==> src/rtl/wb_stage.sv <==
// Write-back stage of the 16-bit pipelined core.
// Selects the write-back source (ALU, formatted load data or link address).
// Waits for load data from the data-memory port, with a timeout.
// Drives the register-file write port and the retirement/bus-error pulses.
module wb_stage #(
    parameter int LD_TIMEOUT = 15
) (
    input  logic        clk,
    input  logic        rst_n,
    input  logic        clear,
    input  logic        in_valid,
    output logic        in_ready,
    input  logic [2:0]  in_rd,
    input  logic        in_regwe,
    input  logic [1:0]  in_wb_sel,
    input  logic [15:0] in_alu,
    input  logic [15:0] in_pc,
    input  logic        in_ld_byte,
    input  logic        in_ld_signed,
    input  logic        mem_rvalid,
    input  logic [15:0] mem_rdata,
    output logic [2:0]  WB_addr,
    output logic [15:0] WB_data,
    output logic        RegWe,
    output logic        retire,
    output logic [15:0] retire_pc,
    output logic        bus_err
);

    typedef enum logic {
        IDLE    = 1'b0,
        WAIT_LD = 1'b1
    } state_t;

    localparam logic [1:0] SEL_LOAD = 2'b01;
    localparam logic [1:0] SEL_LINK = 2'b10;

    // Value of the wait counter on the last cycle a load may still complete.
    localparam logic [7:0] TO_LAST = 8'(LD_TIMEOUT - 1);

    state_t      r_state;
    logic [7:0]  r_cnt;

    // Pending-load context, captured when the load is accepted.
    logic [2:0]  r_ld_rd;
    logic        r_ld_regwe;
    logic [15:0] r_ld_pc;
    logic        r_ld_byte;
    logic        r_ld_signed;
    logic        r_ld_addr0;

    // Registered outputs.
    logic [2:0]  r_wb_addr;
    logic [15:0] r_wb_data;
    logic        r_regwe;
    logic        r_retire;
    logic [15:0] r_retire_pc;
    logic        r_bus_err;

    logic        w_accept;
    logic        w_is_load;
    logic [15:0] w_nl_data;
    logic [7:0]  w_lane;
    logic        w_fill;
    logic [15:0] w_ld_data;

    // in_ready is purely a function of state and reset, never of in_valid.
    assign in_ready  = rst_n & (r_state != WAIT_LD);
    assign w_accept  = in_valid & in_ready & ~clear;
    assign w_is_load = (in_wb_sel == SEL_LOAD);

    // Non-load data source: link address for 10, ALU result for 00 and 11.
    always_comb begin
        w_nl_data = in_alu;
        if (in_wb_sel == SEL_LINK) begin
            w_nl_data = in_pc + 16'd1;
        end
    end

    // Load data formatting: pick the byte lane from address bit 0, then extend.
    always_comb begin
        w_lane    = r_ld_addr0 ? mem_rdata[15:8] : mem_rdata[7:0];
        w_fill    = r_ld_signed & w_lane[7];
        w_ld_data = mem_rdata;
        if (r_ld_byte) begin
            w_ld_data = {{8{w_fill}}, w_lane};
        end
    end

    // Control FSM with registered write-back outputs; pulses default low each cycle.
    always_ff @(posedge clk) begin
        if (!rst_n) begin
            r_state     <= IDLE;
            r_cnt       <= 8'd0;
            r_ld_rd     <= 3'd0;
            r_ld_regwe  <= 1'b0;
            r_ld_pc     <= 16'd0;
            r_ld_byte   <= 1'b0;
            r_ld_signed <= 1'b0;
            r_ld_addr0  <= 1'b0;
            r_wb_addr   <= 3'd0;
            r_wb_data   <= 16'd0;
            r_regwe     <= 1'b0;
            r_retire    <= 1'b0;
            r_retire_pc <= 16'd0;
            r_bus_err   <= 1'b0;
        end else begin
            r_regwe   <= 1'b0;
            r_retire  <= 1'b0;
            r_bus_err <= 1'b0;
            case (r_state)
                IDLE: begin
                    // mem_rvalid is deliberately ignored here (stale or early data).
                    if (w_accept) begin
                        if (w_is_load) begin
                            r_ld_rd     <= in_rd;
                            r_ld_regwe  <= in_regwe;
                            r_ld_pc     <= in_pc;
                            r_ld_byte   <= in_ld_byte;
                            r_ld_signed <= in_ld_signed;
                            r_ld_addr0  <= in_alu[0];
                            r_cnt       <= 8'd0;
                            r_state     <= WAIT_LD;
                        end else begin
                            r_wb_addr   <= in_rd;
                            r_wb_data   <= w_nl_data;
                            r_regwe     <= in_regwe & (in_rd != 3'd0);
                            r_retire    <= 1'b1;
                            r_retire_pc <= in_pc;
                        end
                    end
                end
                WAIT_LD: begin
                    if (clear) begin
                        // Flush wins over data arriving in the same cycle.
                        r_state <= IDLE;
                    end else if (mem_rvalid) begin
                        r_wb_addr   <= r_ld_rd;
                        r_wb_data   <= w_ld_data;
                        r_regwe     <= r_ld_regwe & (r_ld_rd != 3'd0);
                        r_retire    <= 1'b1;
                        r_retire_pc <= r_ld_pc;
                        r_state     <= IDLE;
                    end else if (r_cnt == TO_LAST) begin
                        r_bus_err <= 1'b1;
                        r_state   <= IDLE;
                    end else begin
                        r_cnt <= r_cnt + 8'd1;
                    end
                end
                default: r_state <= IDLE;
            endcase
        end
    end

    assign WB_addr   = r_wb_addr;
    assign WB_data   = r_wb_data;
    assign RegWe     = r_regwe;
    assign retire    = r_retire;
    assign retire_pc = r_retire_pc;
    assign bus_err   = r_bus_err;

endmodule

==> config.mk <==
export PLATFORM = sky130hd
export DESIGN_NAME = wb_stage
export DESIGN_NICKNAME = d
export VERILOG_FILES = /design/src/rtl/wb_stage.sv
export SDC_FILE = /design/constraint.sdc
export NUM_CORES = 1
export LEC_CHECK = 0
export BUFFER_PORTS_ARGS = -buffer_cell sky130_fd_sc_hd__clkbuf_2
export CELL_PAD_IN_SITES_DETAIL_PLACEMENT = 0
export CELL_PAD_IN_SITES_GLOBAL_PLACEMENT = 1
export CORE_UTILIZATION = 25
export DETAILED_ROUTE_END_ITERATION = 6
export PLACE_DENSITY_LB_ADDON = 0.1
export SYNTH_ARGS = -nofsm -noshare
export SYNTH_HDL_FRONTEND = slang
export SYNTH_SLANG_ARGS = --single-unit
==> constraint.sdc <==
create_clock -name clk -period 2.35 [get_ports clk]
set_clock_uncertainty 0.2 [all_clocks]
set_input_delay 0.1175 -clock clk [delete_from_list [all_inputs] [get_ports clk]]
set_output_delay 0.1175 -clock clk [all_outputs]
set_load 0.03 [all_outputs]
* Word level (Yosys, flattened, before mapping) *
Cells that the tools add are included.

storage, ports and cells
  register bits = 70
  output and inout port bits = 39

cells by class
  add/sub/neg operators = 2
  equal/unequal tests = 10
  multiplexer cells = 41
  bitwise operators = 9
  reductions and logical operators = 6

operators with widths
  cell                     number
  $mux W16                 10
  $pmux W16 S2             2
  $mux W8                  6
  $add A16 B1 Y16 const B  1
  $pmux W8 S2              1
  $mux W1                  14
  $ne A2 B2 Y1 const B     7
  $mux W3                  4
  $add A8 B1 Y8 const B    1
  $eq A8 B4 Y1 const B     1
  $and A1 B1 Y1            6
  $pmux W1 S2              3
  $pmux W3 S2              1
  $reduce_bool A3 Y1       2
  $reduce_and A5 Y1        1
  $reduce_and A4 Y1        1
  $reduce_or A4 Y1         1
  $not A1 Y1               3
  $reduce_and A3 Y1        1
  $eq A2 B1 Y1 const B     1
  $eq A2 B2 Y1 const B     1

* Depth between registers and ports, before layout *
  word-level depth = 6
  mapped depth = 7
  mapped depth without buffers = 6

* Worst setup path after synthesis *
OpenSTA, ideal clock, no wires.

  path type = register to register
  start = register r_state
  end = register r_cnt[1]
  library setup time = 0.065 ns
  data arrival time = 1.506 ns
  slack = 0.579 ns
  cell stages (with the launch flop) = 6
  path through = dfxtp_1 buf_4 or3b_4 a31oi_2 mux2_2 nor2_1

between the ends
  cells in the longest elaborated chain, start to end = 6
  elaborated cells between the ends (all ways) = 11
  classes of those cells = 5 x eq/ne; 1 x mux; 4 x bitwise; 1 x reduce/logical

ends and longest elaborated chain
  element                      line  text
  from (decl)                  41    state_t r_state;
  from (signal assigned)       93    r_state <= IDLE;
  from (signal assigned)       123   r_state <= WAIT_LD;
  from (signal assigned)       136   r_state <= IDLE;
  $not A1 Y1 (no line)         -
  $and A1 B1 Y1                68    assign in_ready = rst_n & (r_state != WAIT_LD);
  $and A1 B1 Y1 (2 in series)  69    assign w_accept = in_valid & in_ready & ~clear;
  $ne A2 B2 Y1 (no line)       -
  $reduce_and A5 Y1 (no line)  -
  to (signal assigned)         148   r_cnt <= r_cnt + 8'd1;
  to (decl)                    42    logic [7:0] r_cnt;

Several ways; a longest one is shown, not always the timed one.
A chain may end at the register's enable or synchronous reset.

* Final worst setup path *
  start = input port in_pc[0]
  end = register r_wb_data[14], in the netlist WB_data[14]

between the ends
  cells in the longest elaborated chain, start to end = 5

ends and longest elaborated chain
  element               line  text
  from (decl)           17    input logic [15:0] in_pc,
  $add A16 B1 Y16       76    w_nl_data = in_pc + 16'd1;
  $mux W16              75    if (in_wb_sel == SEL_LINK) begin
  $mux W16              115   if (w_is_load) begin
  $mux W16              114   if (w_accept) begin
  $pmux W16 S2          111   case (r_state)
  to (signal assigned)  126   r_wb_data <= w_nl_data;
  to (signal assigned)  139   r_wb_data <= w_ld_data;
  to (decl)             54    logic [15:0] r_wb_data;

No other way between the ends. The select of a mux whose other input is x is not followed.

==> flow_summary_export.csv <==
group,metric,value,unit
worst_setup_path,crit_type,"input port to flop",
timing,period_minus_slack,2.09,ns
final_layout,nets,618,
cts,clkSlewWorstSetupHoldPaths,0.06,ns
worst_setup_path,cp-end-kind,"flop",
drt,wl,12000,um
logic_synthesis,synth-seq-area-share,39.7,%
timing,worst_slew_pin_slew,0.547,ns
cts,cts_sinks,70,
cts,root_buffer,"clkbuf_16",
power,p_sw,0.000821,W
logic_synthesis,ys_ff_latch,70,
logic_synthesis,synth_top_family_by_area,"simple AND/OR/NAND/NOR gates",
cts,htreeDepth,3,
logic_synthesis,synth.area.mux_share,7.52,%
drt,drtIter0Drc,122,
run,max_cap_violations,0,
cts,cts_max_path_buffers,2,
drt,dr.pass1.iters,4,
final_layout,areaGrowthSynthToFinish,36.9,%
grt,grt_usage,17.1,%
power,p_leak,1.88,nW
timing,fmax,480,MHz
timing,tns,0,ns
grt,grt_pass1_vias,3357,
placement,gp_congestion,0.809,
logic_synthesis,synthSimpleGateAreaFrac,22.9,%
floorplan,initial_utilization,25.5,%
cts,clock_latency,0.33,ns
power,powerDensity,639,nW/um^2
status,status,"finished clean",
drt,ant_nets,0,
logic_synthesis,synthArstFlopShare,0,%
worst_setup_path,critPathRequiredTime,2.37,ns
timing,post-route-period-util,88.7,%
final_layout,fin_cells,739,
floorplan,io-pin-count,100,
logic_synthesis,synth_compound_area_share,20.0,%
drt,vias,3476,
timing,max-slew-margin-rel,63.1,%
floorplan,rows,43,
hold_path,hold_path.class,"input port to flop",
floorplan,die_x,121,um
power,switching_share,26.6,%
logic_synthesis,synth_cells,435,
final_layout,antennaDiodeCount,0,
placement,portBuffers,99,
logic_synthesis,synthAdderAreaFrac,1.06,%
timing,hold_viol_final,0,
grt,grt_max_degree,51,
logic_synthesis,synthXorXnorAreaFrac,4.22,%
cts,cts_inserted_buffers,9,
drt,vias_per_cell,4.70,
grt,overflow,0,
power,seqPwrFrac,40.2,%
placement,dpl.cell_count,693,
worst_setup_path,arrival,2.10,ns
timing,slew_violations,0,
floorplan,core,13800,um^2
power,power_frac_comb,13.3,%
grt,grt_pass1_wl,18700,um
power,ir_drop,0.295,mV
power,p_clk_share,46.5,%
logic_synthesis,synth_flop_cell,"dfxtp_1",
logic_synthesis,synth.distinct_cells,52,
drt,wl_per_cell,16.2,um
logic_synthesis,syn_avg_cell_area,8.11,um^2
final_layout,n_fill_cell,1477,
cts,cts_tree,"yes",
logic_synthesis,syn_area,3530,um^2
power,p_int,0.00226,W
timing,rsz0062_at_grt,"no",
grt,grt_antenna_before_repair,0,
worst_setup_path,startpoint_type,"input port",
timing,setup_viol,0,
logic_synthesis,yosysWarnings,0,
placement,dpl.hpwl,8640,um
drt,drc,0,
floorplan,die_area,14600,um^2
floorplan,die_y,121,um
logic_synthesis,syn_nets,499,
worst_setup_path,cp_max_fo,6,
logic_synthesis,synth_edf_count,0,
final_layout,drive_gt1_share,24.7,%
-- worst max-delay path, stage by stage --
cell and delay (ns):
dlygate4sd3_1 0.54, clkbuf_2 0.18, ha_1 0.20, nand3_1 0.20, nor4_1 0.30, xnor2_1 0.17
nor2_1 0.07, a311o_1 0.34
-- area by class of cell --
type                    instances  area (um^2)  share of cell area, %
clock buffers                  11          253                   5.23
clock inverters                 5         56.3                   1.17
inverters                       7         26.3                  0.544
multi-input cells             328         1960                   40.7
flip-flops and latches         70         1400                   29.0
well taps                     180          225                   4.66
repair buffers                138          901                   18.7
-- path summary, 6_finish.rpt --
check	cells after the start	from	slack, ns	end
max reg2reg	5	r_ld_addr0	0.46	WB_data[13]
min	5	mem_rdata[1]	0.01	WB_data[1]
max	8	in_pc[0]	0.26	WB_data[14]
min reg2reg	2	r_ld_pc[4]	0.26	r_ld_pc[4]
-- metal layers --
metal	up-vias	part of all wire, %	track usage, %
li1	1777	-	-
met1	1577	51	24.3
met2	102	42	24.8
met3	20	5.5	3.54
met4	0	2.2	6.79
met5	-	0	0
-- cells in the final DEF, fill, tap and decap left out, types with 2 or more instances in the layout --
master         netlist  final
clkbuf_2             1     99
nand2_1             72     72
dfxtp_1             70     69
nor2_1              47     47
a21oi_1             41     41
dlygate4sd3_1        0     30
mux2i_1             22     22
nand3_1             22     22
a211oi_1            21     21
o21ai_0             16     16
xor2_1              10     10
clkbuf_16            0      9
xnor2_1              7      7
inv_1                6      6
nor4_1               6      6
buf_4                2      6
nor2b_1              5      5
o211ai_1             5      5
and3_1               4      4
nor3_1               4      4
mux2_2               4      4
nand4_1              3      3
a311o_1              3      3
ha_1                 3      3
buf_12               0      3
nand2b_1             2      2
a21o_1               2      2
o311ai_0             2      2
o21a_1               2      2
o41ai_1              2      2
or3_1                2      2
a31oi_1              2      2
clkbuf_8             0      2
clkinv_2             0      2
-- synth_stat cells (2+ instances only) --
cell	count	area, um^2
xor2_1	10	87.6
and3_1	4	25.0
a211oi_1	21	158
mux2i_1	22	220
mux2_2	4	45.0
xnor2_1	7	61.3
clkbuf_1	15	56.3
buf_4	2	15.0
nor2_1	47	176
nand2b_1	2	12.5
a21o_1	2	15.0
o211ai_1	5	37.5
nor2b_1	5	31.3
inv_1	6	22.5
ha_1	3	37.5
o21ai_0	16	80.1
or3_1	2	12.5
nor3_1	4	20.0
o41ai_1	2	17.5
o311ai_0	2	17.5
nand4_1	3	18.8
a21oi_1	41	205
a31oi_1	2	12.5
nand2_1	72	270
buf_2	11	55.1
nand3_1	22	110
a311o_1	3	30.0
o21a_1	2	15.0
nor4_1	6	37.5
dfxtp_1	70	1400
-- per-stage QoR --
step                      utilization [%]  worst slack (ns)  total power (W)  instance area [um^2]  hold WS (ns)
after floorplan                         -             0.579          0.00147                  3530        0.0535
after global placement               30.5             0.456          0.00164                  4220         0.166
after detailed placement             30.5             0.434          0.00164                  4220         0.169
after CTS                            34.9             0.219          0.00312                  4830       0.00731
after global routing                 34.9             0.101          0.00321                  4830        0.0466
final                                34.9             0.265          0.00308                  4830        0.0106
-- what timing repair did --
| item | 4_1_cts | 5_1_grt |
|---|---|---|
| setup buffers | 0 | 0 |
| hold buffers | 30 | 0 |
| endpoints found under the hold margin | 36 | 0 |
| resized for setup | 0 | 0 |
-- kinds of logic after synthesis --
group / Yosys count
and+or+nand+nor: 175
AOI/OAI and AO/OA: 107
DFF: 70
buffers and inverters: 37
muxes: 26
xor gates and xnor gates: 17
adders and majority gates: 3
-- registers in the layout (all words and copies together) (netlist names) --
| register | flops |
|---|---|
| r_ld_addr0 | 1 |
| retire_pc | 16 |
| r_state | 1 |
| r_ld_regwe | 1 |
| WB_data | 16 |
| WB_addr | 3 |
| retire | 1 |
| r_cnt | 8 |
| r_ld_pc | 16 |
| r_ld_byte | 1 |
| r_ld_rd | 3 |
| RegWe | 1 |
| bus_err | 1 |
| r_ld_signed | 1 |
-- power groups by stage --
stage                     combinational (W)  clock [W]  sequential (W)
after floorplan                    0.000156          0         0.00131
after global placement             0.000378          0         0.00126
after detailed placement           0.000375          0         0.00126
after CTS                          0.000415    0.00147         0.00124
after global routing               0.000448    0.00152         0.00124
final                              0.000411    0.00143         0.00124
(Power assumes the default switching activity.)
